[src/rtl/gpr_debug_master.sv]
// rtl/gpr_debug_master.sv - debug initiator that halts the core and runs GPR read/write bursts
// Owns the GPR file ports only while halted=1; any loss of halt aborts the command with an error.
module gpr_debug_master #(
    parameter int HALT_TIMEOUT = 255
) (
    input  logic        clk,
    input  logic        rst,
    input  logic        cmd_valid,
    output logic        cmd_ready,
    input  logic        cmd_write,
    input  logic [4:0]  cmd_addr,
    input  logic [4:0]  cmd_len,
    input  logic        wr_valid,
    output logic        wr_ready,
    input  logic [31:0] wr_data,
    output logic        rsp_valid,
    input  logic        rsp_ready,
    output logic        rsp_err,
    output logic [31:0] rsp_data,
    output logic        halt_req,
    input  logic        halted,
    output logic        rf_we,
    output logic [4:0]  rf_waddr,
    output logic [31:0] rf_wdata,
    output logic        rf_re,
    output logic [4:0]  rf_raddr,
    input  logic [31:0] rf_rdata
);
    typedef enum logic [2:0] {
        S_IDLE, S_HALT_WAIT, S_RD, S_RD_RSP, S_WR, S_ACK, S_ERR
    } state_t;

    state_t      r_state;
    logic        r_write;
    logic [4:0]  r_cur;
    logic [4:0]  r_rem;
    logic [15:0] r_timer;

    logic [5:0]  w_end;
    logic [15:0] w_timer_nxt;

    assign w_end       = {1'b0, cmd_addr} + {1'b0, cmd_len};
    assign w_timer_nxt = r_timer + 16'd1;

    // Port access is gated by halted so nothing touches the GPR file once halt is lost.
    assign cmd_ready = (r_state == S_IDLE);
    assign wr_ready  = (r_state == S_WR) && halted;
    assign rf_re     = (r_state == S_RD) && halted;
    assign rf_raddr  = rf_re ? r_cur : 5'd0;

    always_ff @(posedge clk) begin
        if (rst) begin
            r_state   <= S_IDLE;
            r_write   <= 1'b0;
            r_cur     <= 5'd0;
            r_rem     <= 5'd0;
            r_timer   <= 16'd0;
            halt_req  <= 1'b0;
            rsp_valid <= 1'b0;
            rsp_err   <= 1'b0;
            rsp_data  <= 32'd0;
            rf_we     <= 1'b0;
            rf_waddr  <= 5'd0;
            rf_wdata  <= 32'd0;
        end else begin
            rf_we <= 1'b0;
            case (r_state)
                S_IDLE: begin
                    if (cmd_valid) begin
                        r_write <= cmd_write;
                        r_cur   <= cmd_addr;
                        r_rem   <= cmd_len;
                        r_timer <= 16'd0;
                        if (w_end > 6'd31) begin
                            rsp_valid <= 1'b1;
                            rsp_err   <= 1'b1;
                            rsp_data  <= 32'd1;
                            r_state   <= S_ERR;
                        end else begin
                            halt_req <= 1'b1;
                            r_state  <= S_HALT_WAIT;
                        end
                    end
                end
                S_HALT_WAIT: begin
                    if (halted) begin
                        r_state <= r_write ? S_WR : S_RD;
                    end else if (w_timer_nxt == 16'(HALT_TIMEOUT)) begin
                        halt_req  <= 1'b0;
                        rsp_valid <= 1'b1;
                        rsp_err   <= 1'b1;
                        rsp_data  <= 32'd2;
                        r_state   <= S_ERR;
                    end else begin
                        r_timer <= w_timer_nxt;
                    end
                end
                S_RD: begin
                    rsp_valid <= 1'b1;
                    if (!halted) begin
                        rsp_err  <= 1'b1;
                        rsp_data <= 32'd3;
                        r_state  <= S_ERR;
                    end else begin
                        rsp_err  <= 1'b0;
                        rsp_data <= rf_rdata;
                        r_state  <= S_RD_RSP;
                    end
                end
                S_RD_RSP: begin
                    if (rsp_ready) begin
                        rsp_valid <= 1'b0;
                        if (r_rem == 5'd0) begin
                            halt_req <= 1'b0;
                            r_state  <= S_IDLE;
                        end else begin
                            r_cur   <= r_cur + 5'd1;
                            r_rem   <= r_rem - 5'd1;
                            r_state <= S_RD;
                        end
                    end else if (!halted) begin
                        // Undelivered read data is replaced by the error response.
                        rsp_err  <= 1'b1;
                        rsp_data <= 32'd3;
                        r_state  <= S_ERR;
                    end
                end
                S_WR: begin
                    if (!halted) begin
                        rsp_valid <= 1'b1;
                        rsp_err   <= 1'b1;
                        rsp_data  <= 32'd3;
                        r_state   <= S_ERR;
                    end else if (wr_valid) begin
                        rf_we    <= 1'b1;
                        rf_waddr <= r_cur;
                        rf_wdata <= wr_data;
                        if (r_rem == 5'd0) begin
                            rsp_valid <= 1'b1;
                            rsp_err   <= 1'b0;
                            rsp_data  <= 32'd0;
                            r_state   <= S_ACK;
                        end else begin
                            r_cur <= r_cur + 5'd1;
                            r_rem <= r_rem - 5'd1;
                        end
                    end
                end
                S_ACK: begin
                    if (rsp_ready) begin
                        rsp_valid <= 1'b0;
                        halt_req  <= 1'b0;
                        r_state   <= S_IDLE;
                    end
                end
                S_ERR: begin
                    if (rsp_ready) begin
                        rsp_valid <= 1'b0;
                        rsp_err   <= 1'b0;
                        rsp_data  <= 32'd0;
                        halt_req  <= 1'b0;
                        r_state   <= S_IDLE;
                    end
                end
                default: r_state <= S_IDLE;
            endcase
        end
    end
endmodule

[config.mk]
export PLATFORM = sky130hd
export DESIGN_NAME = gpr_debug_master
export DESIGN_NICKNAME = d
export VERILOG_FILES = /design/src/rtl/gpr_debug_master.sv
export SDC_FILE = /design/constraint.sdc
export NUM_CORES = 1
export LEC_CHECK = 0
export BUFFER_PORTS_ARGS = -buffer_cell sky130_fd_sc_hd__clkbuf_2
export CORE_MARGIN = 2
export CORE_UTILIZATION = 25
export CTS_CLUSTER_DIAMETER = 200
export DETAILED_ROUTE_END_ITERATION = 7
export PLACE_DENSITY = 0.57
export SLEW_MARGIN = 10
export SYNTH_ARGS = -nofsm -noshare
export SYNTH_HDL_FRONTEND = slang
export SYNTH_SLANG_ARGS = --single-unit
[constraint.sdc]
create_clock -name clk -period 2.45 [get_ports clk]
set_input_delay 0.3675 -clock clk [delete_from_list [all_inputs] [get_ports clk]]
set_output_delay 0.3675 -clock clk [all_outputs]
set_load 0.02 [all_outputs]
==> key figures, run 1 <==
Die
  – # rows: 49
  – Initial Utilization: 0.256
  – Die area: 19600 um^2
  – Die Y-Extent: 140 um
  – I/O Pins: 162
  – Die extent in x: 140 um
  – CORE AREA: 18100 um^2

Finish
  – Area Growth Syn to Fin: 35.6%
  – Area occupied by registers: 2060 um^2
  – Multi-input combinational cell area: 2410 um^2
  – N_diodes: 0
  – Share of post-route cells with drive strength above 1: 0.318
  – Nets: 814
  – Post-route cell area: 6270 um^2
  – Filler cells: 1883

Synth
  – FF+latch count, synth: 103
  – Post-synth EDFFs: 0
  – Gate Count Post-Synth: 554
  – Seq/Total Area, Yosys: 0.446
  – Synth async-reset ratio: 0
  – Synth Flop Type: dfxtp_1
  – YS warnings: 0
  – Synth area leader: dfxtp_1
  – Syn Std Cell Area: 4620 um^2
  – Syn Nets: 643
  – Area share of the largest cell type after synthesis: 0.446
  – Top post-synthesis cells by area: dfxtp_1 45%, nand2_1 8.2%, a21oi_1 7.5%, a22o_1 5.7%, clkbuf_1 2.3%
  – Syn Area/Cell: 8.35 um^2
  – Yosys cell types: 62

Power and ir drop
  – VDD IR max: 0.387 mV
  – Tot Pwr: 5880 uW
  – Pwr Density: 938 nW/um^2
  – P_leak: 0.00260 uW

Global routing
  – First-pass GRT wire length: 21800 um
  – Largest net degree at the start of global routing: 39
  – Vias in the first global route: 4178
  – GR Overflow Total: 0
  – Initial antenna violation count: 0
  – GRT Total Usage: 0.136

Drt
  – Drt wl/cell: 14.6 um
  – Final wirelength: 13900 um
  – Via density: 4.86
  – Residual DRC: 11
  – Routed via count: 4653
  – Initial drt markers: 266
  – Post-route ant nets: 0
  – Drt first pass iters: 8

STA
  – Final WS setup: 117 ps
  – TNS Setup: 0 ps
  – Worst-margin pin slew: 516 ps
  – Max Clock Freq: 429 MHz
  – Final Hold Vio Count: 0
  – Final Slew Violations: 0
  – Post-layout min period: 2330 ps
  – Clock Skews: 9.55 ps
  – Fin crit share: 0.952
  – Final setup vio count: 0
  – WHS: 226 ps
  – Relative slew slack: 0.656

Clock tree
  – CTS Buf Count: 9
  – Worst-skew pair later-pin latency: 350 ps
  – CTS root buffer: clkbuf_16
  – Htree depth: 3
  – Worst-path clk slew: 80 ps
  – Clock sink count: 103
  – Clock buffer depth: 2
  – CTS tree: done

Placement
  – Final HPWL DP: 9720 um
  – Routability Congestion: 0.807
  – Pre-CTS setup slack: 18.1 ps
  – Dpl cell area: 5830 um^2
  – Port Buffers: 161

Worst setup path
  – CP max FO: 8
  – Worst path required time: 2740 ps
  – Worst Path Arrival: 2630 ps
  – CP endpoint kind: register
  – Worst setup SP type: register
  – Crit Path Category: reg2reg

Run status
  – Failing checks: design-rule violations
  – Outcome: finished with violations

Hold path
  – HP Class: in2reg

Job
  – MaxCap Viol Count: 0
## cells in the final DEF (no fill, tap or decap), drive strengths merged, types with 3 or more instances in the layout
cell       n
a22o      30
o32ai      5
and2       7
o41ai      3
ha         8
a21oi     69
or3        4
o21ai     21
xnor2      4
a211oi     6
buf       38
and4       4
a21bo      3
inv       14
nor2      26
mux2i      3
dfxtp    103
o31ai      4
nor3       9
a22oi      5
nand3     21
and3       3
o211ai     5
o2111ai    4
nand4      8
clkbuf   172
nand2b     8
nand2    101
## power by group
| part | leakage, uW | total [uW] | internal [uW] | switching, uW |
|---|---|---|---|---|
| clock | 0.000150 | 1500 | 809 | 687 |
| combinational | 0.00161 | 2300 | 972 | 1320 |
| sequential | 0.000836 | 2090 | 1880 | 207 |
| total | 0.00260 | 5880 | 3670 | 2220 |
## per-layer routing
layer / vias up / share of wire / global-route usage
met2: 137 / 0.47 / 0.224
li1: 2349 / - / -
met5: - / 0 / 0
met1: 2154 / 0.47 / 0.175
met4: 0 / 0.015 / 0.0388
met3: 13 / 0.053 / 0.0379
## through the flow
step | util | instances
floorplan | - | 554
global placement | 0.322 | 937
detailed placement | 0.322 | 937
CTS | 0.340 | 953
global route | 0.347 | 958
finish | 0.347 | 958
## state kept, by name (all words and copies together), names as in the netlist
register,flops
rsp_valid,1
r_cur,5
halt_req,1
rf_wdata,32
rf_waddr,5
r_state,3
r_write,1
r_rem,5
r_timer,16
rf_we,1
rsp_data,32
rsp_err,1
## synth_stat cells (3+ instances only)
library cell	number
dfxtp_1	103
nand2_1	101
a21oi_1	69
a22o_1	30
clkbuf_1	28
nor2_1	26
nand3_1	20
o21ai_0	20
inv_1	11
nor3_1	9
buf_2	8
ha_1	8
nand2b_1	8
nand4_1	8
and2_1	7
a211oi_1	6
a22oi_1	5
o211ai_1	5
o32ai_1	5
buf_1	4
o2111ai_1	4
o31ai_1	4
or3_1	4
xnor2_1	4
and3_1	3
and4_1	3
mux2i_1	3
o41ai_1	3
## area by class of cell
type,count,area share
Clock inverter,6,0.0126
Inverter,11,0.00658
Sequential cell,103,0.329
Multi-Input combinational cell,399,0.384
Tap cell,229,0.0457
Timing Repair Buffer,201,0.187
Clock buffer,9,0.0359
## worst max-delay path, stage by stage (launching register included)
cell	delay, ps
dfxtp_2	320
ha_2	180
buf_4	140
and3_4	180
xnor2_1	120
a41o_1	240
and4_4	200
a21o_4	240
a21oi_4	310
clkbuf_16	230
a22o_1	110
## logic make-up after synthesis
kind of cell	Yosys count	share of synthesized area
AOI/OAI and AO/OA	180	0.264
buffers and inverters	54	0.0501
DFF	103	0.446
and+or+nand+nor	200	0.200
muxes	3	0.00649
adders and majority gates	8	0.0216
xor gates and xnor gates	6	0.0114
## worst paths after layout
| path | start | slack [ps] | end | depth (start not counted) |
|---|---|---|---|---|
| hold / removal | rf_rdata[24] | 230 | rsp_data[24] | 2 |
| setup / recovery | r_timer[0] | 120 | rsp_data[10] | 10 |
| hold reg to reg | rf_wdata[26] | 450 | rf_wdata[26] | 2 |
| setup reg to reg | r_timer[0] | 120 | rsp_data[10] | 10 |
## timing repair
item,4_1_cts,5_1_grt
gates resized for setup,0,10
hold buffers,0,0
pin swaps,0,4
gates cloned,1,4
buffers inserted,0,1
endpoints found under the setup margin,2,50
hold endpoints to repair,0,0
Power figures use the tool's default switching activity.
==> run 2, diff against run 1 <==
Settings changed: CAP_MARGIN set to 20, CORE_ASPECT_RATIO set to 0.75, CORE_UTILIZATION 25 to 45, PLACE_DENSITY 0.57 to 0.86.
==> key figures, run 2 (same netlist as run 1, synthesis figures left out) <==
Drt
  – Drt first pass iters: 6 (-2)
  – Residual DRC: 0 (-11)
  – Post-route ant nets: 0 (unchanged)
  – Routed via count: 4958 (+6.6%)
  – Initial drt markers: 499 (+88%)
  – Drt wl/cell: 16.5 um (+14%)
  – Via density: 5.76 (+19%)
  – Final wirelength: 14200 um (+2.1%)

Clock tree
  – CTS Buf Count: 9 (unchanged)
  – Worst-skew pair later-pin latency: 350 ps (about the same)
  – Hold_buf cts: 0 (unchanged)
  – CTS tree: done
  – CTS root buffer: clkbuf_16
  – Clock buffer depth: 2 (unchanged)
  – Clock sink count: 103 (unchanged)
  – Htree depth: 3 (unchanged)
  – Worst-path clk slew: 80 ps (about the same)

STA
  – RSZ-0062 raised after global routing: yes
  – Final Hold Vio Count: 0 (unchanged)
  – Final setup vio count: 0 (unchanged)
  – Final WS setup: 70.9 ps (-45.7 ps)
  – Worst-margin pin slew: 571 ps (+55.3 ps)
  – Post-layout min period: 2380 ps (+45.7 ps)
  – Fin crit share: 0.971 (+0.0187)
  – Relative slew slack: 0.619 (-0.0364)
  – Max Clock Freq: 420 MHz (-1.9%)
  – Clock Skews: 8.58 ps (-0.970 ps)
  – Final Slew Violations: 0 (unchanged)

Die
  – I/O Pins: 162 (unchanged)
  – Initial Utilization: 0.457 (+0.201)
  – CORE AREA: 10100 um^2 (-44%)
  – Die area: 11100 um^2 (-43%)
  – Die extent in x: 121 um (-14%)
  – # rows: 32 (-35%)
  – Die Y-Extent: 91.8 um (-34%)

Finish
  – Nets: 809 (-0.61%)
  – Area Growth Syn to Fin: 32.6%
  – Largest regs: rf_wdata x32, rsp_data x32, r_timer x16
  – Most common cell after layout, fill and taps aside: clkbuf_2
  – N_diodes: 0 (unchanged)
  – Commonest non-fill, non-tap cells in the layout: 161 x clkbuf_2, 101 x nand2_1, 98 x dfxtp_1
  – Post-route insts no fill: 861 (-10%)
  – Share of post-route cells with drive strength above 1: 0.319 (+0.000377)

Power and ir drop
  – VDD IR max: 0.572 mV (+48%)
  – P_leak: 0.00258 uW (-0.71%)
  – Pwr Density: 966 nW/um^2 (+3.0%)
  – Sw Pwr: 2250 uW (+1.5%)
  – Switching Share: 0.380 (+0.00307)
  – Power share of the combinational group: 0.392 (+0.002)
  – Pint: 3670 uW (+0.23%)
  – Clock network fraction of total power: 0.253 (about the same)
  – Sequential share of power: 0.354 (-0.002)

Worst setup path
  – CP max FO: 7 (-1)
  – CP Cell Sequence: ha_4 -> nand3_2 -> or3_4 -> a2111oi_4 -> and4_4 -> a21o_4 -> a21oi_4 -> buf_12 -> clkbuf_16 -> a22o_1
  – Worst path required time: 2690 ps (-50 ps)
  – Worst Path Arrival: 2620 ps (about the same)
  – CP endpoint kind: register
  – Crit Path Category: reg2reg
  – CP peak stage delay: 360 ps (+40 ps)
  – Worst setup SP type: register
  – Slowest CP cell: or3_4

Placement
  – Pre-CTS setup slack: -28.9 ps (-47.0 ps)
  – Final HPWL DP: 9480 um (-2.5%)
  – Placed insts: 836 (-11%)
  – Port Buffers: 161 (unchanged)
  – Routability Congestion: 0.920 (+14%)

Global routing
  – Initial antenna violation count: 0 (unchanged)
  – First-pass GRT wire length: 21800 um (-0.16%)
  – GRT Total Usage: 0.238 (+0.102)
  – Largest net degree at the start of global routing: 39 (unchanged)
  – GR Overflow Total: 0 (unchanged)
  – Vias in the first global route: 4589 (+9.8%)

Job
  – MaxCap Viol Count: 0 (unchanged)

Hold path
  – HP Class: in2reg

Run status
  – Outcome: finished, final reports clean
-- run 2: metrics by stage --
stage          setup TNS (ps)  utilization  power (uW)  instance area (um^2)  hold WS (ps)
2_1_floorplan               0            -        3480                  4620           453
3_3_place_gp                0        0.557        4090                  5640           441
3_5_place_dp            -51.3        0.557        4180                  5640           447
4_1_cts                     0        0.589        5690                  5970           224
5_1_grt                  -199        0.605        6250                  6130           230
6_report                    0        0.605        5930                  6130           234
-- run 2: routing by layer --
metal,vias to the layer above,global-route usage,share of wire
met3,47,0.0641,0.090
met5,-,0,0
met2,247,0.397,0.47
li1,2340,-,-
met1,2324,0.303,0.41
met4,0,0.0659,0.030
-- run 2: repair_timing --
action                     CTS  global route
pin swaps                    1             5
gates cloned                 1             3
buffers inserted             0             5
setup endpoints to repair    4            53
gates resized for setup      1            12
-- run 2: area by class of cell --
cell class / instances / area, um^2
tap: 136 / 170
clock inverter: 7 / 88.8
multi-input combinational: 398 / 2400
inverter: 11 / 41.3
timing repair buffer: 197 / 1140
sequential: 103 / 2070
clock buffer: 9 / 225
fill: 848 / 4000
-- run 2: worst paths after layout --
kind	startpoint	to	slack (ps)	cells after the start
min	rf_rdata[18]	rsp_data[18]	230	2
max	r_timer[1]	rsp_data[22]	70	10
min reg2reg	rf_wdata[1]	rf_wdata[1]	460	2
max reg2reg	r_timer[1]	rsp_data[22]	70	10
-- run 2: worst max-delay path: cells and delay by family (launching register included) --
| kind | cells | cell delay [ps] |
|---|---|---|
| buf+inv | 2 | 330 |
| compound gates | 4 | 700 |
| simple gates | 3 | 740 |
| flops | 1 | 350 |
| fa+ha+maj | 1 | 150 |
-- run 2: power groups by stage --
stage                     clock [uW]  sequential [uW]  combinational, uW
after detailed placement           0             2120               2060
final                           1500             2100               2330
after global placement             0             2110               1980
after CTS                       1520             2090               2080
after floorplan                    0             2180               1300
after global routing            1590             2130               2540
